`src/rtl/freq_meter_if.sv`:
```
// Control/result bundle for freq_meter: start/continuous requests in, count/strobe/status out.
interface freq_meter_if #(
  parameter int unsigned CNT_W = 16
);
  logic             start_i;
  logic             cont_i;
  logic [CNT_W-1:0] count_o;
  logic             valid_o;
  logic             ovf_o;
  logic             busy_o;

  modport master (output start_i, cont_i, input count_o, valid_o, ovf_o, busy_o);
  modport slave  (input start_i, cont_i, output count_o, valid_o, ovf_o, busy_o);
endinterface

```
`src/rtl/freq_meter.sv`:
```
// Gated rising-edge counter: counts sig_i rises over GATE_CYCLES clk_i cycles and strobes the result.
module freq_meter #(
  parameter int unsigned GATE_CYCLES = 1000,
  parameter int unsigned CNT_W       = 16,
  parameter int unsigned SYNC_STAGES = 2
) (
  input  logic         clk_i,
  input  logic         rst_i,
  input  logic         sig_i,
  freq_meter_if.slave  bus
);

  localparam int unsigned GATE_W = (GATE_CYCLES > 1) ? $clog2(GATE_CYCLES) : 1;
  localparam logic [GATE_W-1:0] GATE_LAST = GATE_W'(GATE_CYCLES - 1);
  localparam logic [CNT_W-1:0]  CNT_MAX   = '1;

  typedef enum logic [1:0] {
    ST_IDLE = 2'd0,
    ST_GATE = 2'd1,
    ST_DONE = 2'd2
  } state_e;

  state_e                 state_q;
  logic [SYNC_STAGES-1:0] sync_q;
  logic                   hist_q;
  logic [GATE_W-1:0]      gate_cnt_q, gate_cnt_d;
  logic [CNT_W-1:0]       edge_cnt_q, edge_cnt_d;
  logic                   ovf_acc_q, ovf_acc_d;
  logic [CNT_W-1:0]       count_q;
  logic                   valid_q;
  logic                   ovf_q;
  logic                   busy_q;
  logic                   rise_c;

  // Synchronizer and history run in every state so a window never opens on a stale edge.
  always_ff @(posedge clk_i or negedge rst_i) begin
    if (!rst_i) begin
      sync_q <= '0;
      hist_q <= 1'b0;
    end else begin
      sync_q <= {sync_q[SYNC_STAGES-2:0], sig_i};
      hist_q <= sync_q[SYNC_STAGES-1];
    end
  end

  assign rise_c = sync_q[SYNC_STAGES-1] & ~hist_q;

  // Saturating edge count and window counter for the current GATE cycle.
  always_comb begin
    gate_cnt_d = gate_cnt_q + GATE_W'(1);
    edge_cnt_d = edge_cnt_q;
    ovf_acc_d  = ovf_acc_q;
    if (rise_c) begin
      if (edge_cnt_q != CNT_MAX) edge_cnt_d = edge_cnt_q + CNT_W'(1);
      else                       ovf_acc_d  = 1'b1;
    end
  end

  always_ff @(posedge clk_i or negedge rst_i) begin
    if (!rst_i) begin
      state_q    <= ST_IDLE;
      gate_cnt_q <= '0;
      edge_cnt_q <= '0;
      ovf_acc_q  <= 1'b0;
      count_q    <= '0;
      valid_q    <= 1'b0;
      ovf_q      <= 1'b0;
      busy_q     <= 1'b0;
    end else begin
      valid_q <= 1'b0;
      case (state_q)
        ST_IDLE: begin
          if (bus.start_i || bus.cont_i) begin
            state_q    <= ST_GATE;
            busy_q     <= 1'b1;
            gate_cnt_q <= '0;
            edge_cnt_q <= '0;
            ovf_acc_q  <= 1'b0;
          end
        end
        ST_GATE: begin
          gate_cnt_q <= gate_cnt_d;
          edge_cnt_q <= edge_cnt_d;
          ovf_acc_q  <= ovf_acc_d;
          // Last window cycle: its own rise is folded into the published result.
          if (gate_cnt_q == GATE_LAST) begin
            state_q <= ST_DONE;
            count_q <= edge_cnt_d;
            ovf_q   <= ovf_acc_d;
            valid_q <= 1'b1;
          end
        end
        ST_DONE: begin
          if (bus.cont_i) begin
            state_q    <= ST_GATE;
            gate_cnt_q <= '0;
            edge_cnt_q <= '0;
            ovf_acc_q  <= 1'b0;
          end else begin
            state_q <= ST_IDLE;
            busy_q  <= 1'b0;
          end
        end
        default: begin
          state_q <= ST_IDLE;
          busy_q  <= 1'b0;
        end
      endcase
    end
  end

  assign bus.count_o = count_q;
  assign bus.valid_o = valid_q;
  assign bus.ovf_o   = ovf_q;
  assign bus.busy_o  = busy_q;

endmodule

```
`src/flat_wrapper.sv`:
```
// flat-port wrapper written by rule: the top's interface ports become plain ports
module freq_meter_flat 
#(
  parameter int unsigned GATE_CYCLES = 1000,
  parameter int unsigned CNT_W       = 16,
  parameter int unsigned SYNC_STAGES = 2
)
  (clk_i, rst_i, sig_i, bus_start_i, bus_cont_i, bus_count_o, bus_valid_o, bus_ovf_o, bus_busy_o);
  freq_meter_if #(.CNT_W(CNT_W)) bus_i ();
  input  logic clk_i;
  input  logic rst_i;
  input  logic sig_i;
  input wire logic [$bits(bus_i.start_i)-1:0] bus_start_i;
  input wire logic [$bits(bus_i.cont_i)-1:0] bus_cont_i;
  output wire logic [$bits(bus_i.count_o)-1:0] bus_count_o;
  output wire logic [$bits(bus_i.valid_o)-1:0] bus_valid_o;
  output wire logic [$bits(bus_i.ovf_o)-1:0] bus_ovf_o;
  output wire logic [$bits(bus_i.busy_o)-1:0] bus_busy_o;
  assign bus_i.start_i = bus_start_i;
  assign bus_i.cont_i = bus_cont_i;
  assign bus_count_o = bus_i.count_o;
  assign bus_valid_o = bus_i.valid_o;
  assign bus_ovf_o = bus_i.ovf_o;
  assign bus_busy_o = bus_i.busy_o;
  freq_meter #(.GATE_CYCLES(GATE_CYCLES), .CNT_W(CNT_W), .SYNC_STAGES(SYNC_STAGES)) u_core (.clk_i(clk_i), .rst_i(rst_i), .sig_i(sig_i), .bus(bus_i));
endmodule
```
`config.mk`:
```
export PLATFORM = sky130hd
export DESIGN_NAME = freq_meter_flat
export DESIGN_NICKNAME = d
export VERILOG_FILES = /design/src/rtl/freq_meter_if.sv /design/src/rtl/freq_meter.sv /design/src/flat_wrapper.sv
export SDC_FILE = /design/constraint.sdc
export NUM_CORES = 1
export LEC_CHECK = 0
export CORE_MARGIN = 10
export CORE_UTILIZATION = 50
export CTS_BUF_LIST = sky130_fd_sc_hd__clkbuf_8
export DETAILED_ROUTE_END_ITERATION = 8
export PLACE_DENSITY = 0.71
export SLEW_MARGIN = 30
export SYNTH_ARGS = -nofsm -noshare
export SYNTH_HDL_FRONTEND = slang
export SYNTH_SLANG_ARGS = --single-unit
```
`constraint.sdc`:
```
create_clock -name clk_i -period 2.93 [get_ports clk_i]
set_input_delay 0.879 -clock clk_i [delete_from_list [all_inputs] [get_ports clk_i]]
set_output_delay 0.879 -clock clk_i [all_outputs]
set_load 0.05 [all_outputs]
```
==> flow_summary_export.csv <==
group,metric,value,unit
yosys,yosys_most_used_dff,"dfrtp_1",
timing,worst_slack,0.552,ns
placed_design,dp_slack,0.335,ns
final_layout,fillers,461,
timing,max_slew_margin,46.4,%
global_routing,grtUsageMet2,21.7,%
global_routing,top_usage_layer,"met2",
final_layout,final_cell_area,2990,um2
timing,finalHoldViolations,0,
timing,fin_crit_sh,81.2,%
setup_path,crit_type,"reg2out",
final_layout,drive_above_1_share,10.7,%
yosys,yosysTopAreaCell,"dfrtp_1",
clock_tree,clock-sinks,51,
yosys,synthSimpleGateAreaFrac,20.0,%
yosys,synth_top_family_by_area,"simple AND/OR/NAND/NOR gates",
power,fin_total_pwr,1.62,mW
drt,vias,1949,
timing,setup_violations,0,
yosys,yosys-top-cells-area,"dfrtp_1, xnor2_1, nand2_1",
drt,totalWireLength,5.29,mm
global_routing,grt.total_usage,13.0,%
timing,grt_setup_unrepaired,"no",
timing,slew_violations,0,
floorplanning,ios,24,
final_layout,diodes,0,
drt,ant_nets,0,
yosys,yosys-mux-area-fraction,1.59,%
floorplanning,die_x,92.0,um
timing,fmax,421,MHz
clock_tree,cts.path.max_buffers,2,
placed_design,dp_hpwl,3.89,mm
yosys,synth-adder-area-share,0.964,%
yosys,ys_seq_elements,51,
yosys,synth-compound-area-share,19.1,%
timing,worst_slew_pin_slew,0.802,ns
final_layout,layout-area-overhead-vs-synth,15.3,%
clock_tree,cts_setup_buffers,0,
timing,final.min_clock_period,2.38,ns
global_routing,grt_max_degree,31,
drt,vias_per_cell,5.41,
setup_path,crit_fanout,3,
hold_path,min_path_type,"in2async",
global_routing,met3_usage,3.99,%
power,cellPowerDensity,542,nW/um2
global_routing,grt_pass1_wl,9.33,mm
timing,finalClockSkew,0.0175,ns
run,cap_violations,0,
floorplanning,initial_core_util,51.1,%
setup_path,cp_num_buf_inv,1,
setup_path,crit_slowest_cell,"clkdlybuf4s50_1",
clock_tree,clock_tree.root_cell,"clkbuf_8",
global_routing,grt_use_met1,15.9,%
floorplanning,die-area,8470,um2
placed_design,globalplace.congestion,0.819,
yosys,syn_avg_cell_area,9.79,um2
drt,firstDrtPassIters,4,
yosys,yosysSeqAreaShare,49.2,%
final_layout,multi_input_area,1220,um2
setup_path,cpLargestDelayFamily,"buffers and inverters",
clock_tree,worstSkewPairLatency,0.31,ns
final_layout,seq_area,1280,um2
floorplanning,core-area,5070,um2
yosys,synth_common_cells,"dfrtp_1, nand2_1, nor2_1",
clock_tree,ctsResizeCount,0,
placed_design,place_area,2900,um2
timing,timing.hold.ws,0.330,ns
clock_tree,cts_buffers,5,
yosys,async_reset_ff_share,100,%
yosys,ys_warn_count,0,
yosys,yosysUniqueCellTypes,52,
yosys,synth_fp_nets,272,
placed_design,dp.cells,352,
global_routing,grt_pass1_vias,1939,
power,ir_worst_vdd,0.327,mV
timing,tns,0,ns
final_layout,nets,296,
setup_path,endpoint_kind,"output port",
drt,drt_iter0_drc,135,
global_routing,grt_overflow,0,
final_layout,fin_util,58.9,%
setup_path,cp.arrival,1.50,ns
drt,drc,0,
yosys,synth_xor_area_share,5.40,%
setup_path,required,2.05,ns
final_layout,final_cells,360,
placed_design,port_buffers,23,
power,power.leakage,1.27,nW
drt,wl_per_cell,14.7,um
setup_path,crit_path_start_kind,"register",
yosys,yosysTopAreaCellShare,49.2,%
setup_path,path_cells,"clkdlybuf4s50_1",
global_routing,antenna_found_initial,0,
setup_path,cpPeakStageDelay,0.81,ns
yosys,synth_edf_count,0,
outcome,status,"finished, final reports clean",
clock_tree,cts_tree,"built",
clock_tree,hold_buffers,0,
floorplanning,fp.dieH,92.0,um
clock_tree,h-tree-depth,2,
yosys,syn_area,2590,um2
floorplanning,num_rows,26,
yosys,syn_inst,265,
clock_tree,clkTransAtPathRegs,0.10,ns
yosys,yosysMostFrequentCell,"dfrtp_1",
area by class of cell:
| type | count | area share [%] |
|---|---|---|
| inverters | 8 | 1.05 |
| clock inverters | 2 | 0.460 |
| multi-input cells | 193 | 40.9 |
| well taps | 70 | 2.93 |
| clock buffers | 6 | 2.76 |
| flip-flops and latches | 51 | 42.7 |
| repair buffers | 30 | 9.28 |
worst paths after layout:
check,start,end,slack [ns],cells after the start
min in group clk_i,u_core.sync_q[0],u_core.sync_q[1],0.37,0
worst min-delay path,rst_i,u_core.bus.count_o[0],0.33,1
worst max-delay path,u_core.bus.busy_o,bus_busy_o,0.55,1
worst max register to register,u_core.state_q[1],u_core.bus.count_o[2],0.83,5
max in group asynchronous,rst_i,u_core.edge_cnt_q[13],2.06,2
worst min register to register,u_core.sync_q[0],u_core.sync_q[1],0.37,0
power by group:
group	total, mW	internal, mW	switching (mW)
registers	0.925	0.796	0.129
clock network	0.432	0.193	0.239
logic	0.264	0.132	0.132
total	1.62	1.12	0.499
logic make-up after synthesis:
logic type | after synthesis
xor+xnor | 16
simple gates | 97
mux | 4
flops | 51
compound gates | 74
buf+inv | 21
fa+ha+maj | 2
state kept, by name, summed over array words and instances (netlist names):
name                flops
u_core.edge_cnt_q      16
u_core.sync_q           2
u_core.state_q          2
u_core.bus.busy_o       1
u_core.gate_cnt_q      10
u_core.bus.ovf_o        1
u_core.bus.count_o     16
u_core.hist_q           1
u_core.ovf_acc_q        1
u_core.bus.valid_o      1
cells in the final DEF (no fill, tap or decap), drive strengths merged, types with 3 or more instances in the layout:
cell type | synthesis | final
dfrtp | 51 | 51
nand2 | 28 | 28
nor2 | 25 | 25
o21ai | 23 | 23
clkdlybuf4s50 | 0 | 22
a21oi | 15 | 15
xnor2 | 13 | 13
a31oi | 10 | 10
inv | 7 | 8
buf | 7 | 8
nand3 | 7 | 7
nand2b | 6 | 6
clkbuf | 6 | 6
nor3 | 5 | 5
a22o | 5 | 5
nor4 | 5 | 5
nand4 | 4 | 4
and3 | 4 | 4
and2 | 3 | 3
mux2i | 3 | 3
xor2 | 3 | 3
a311oi | 3 | 3
or3 | 3 | 3
routing by layer:
| metal | routed length, um | vias to the layer above |
|---|---|---|
| li1 | - | 993 |
| met3 | 197 | 6 |
| met1 | 2430 | 931 |
| met2 | 2610 | 19 |
| met5 | 0 | - |
| met4 | 54 | 0 |
Note: power is estimated with default switching activity, not from simulation.
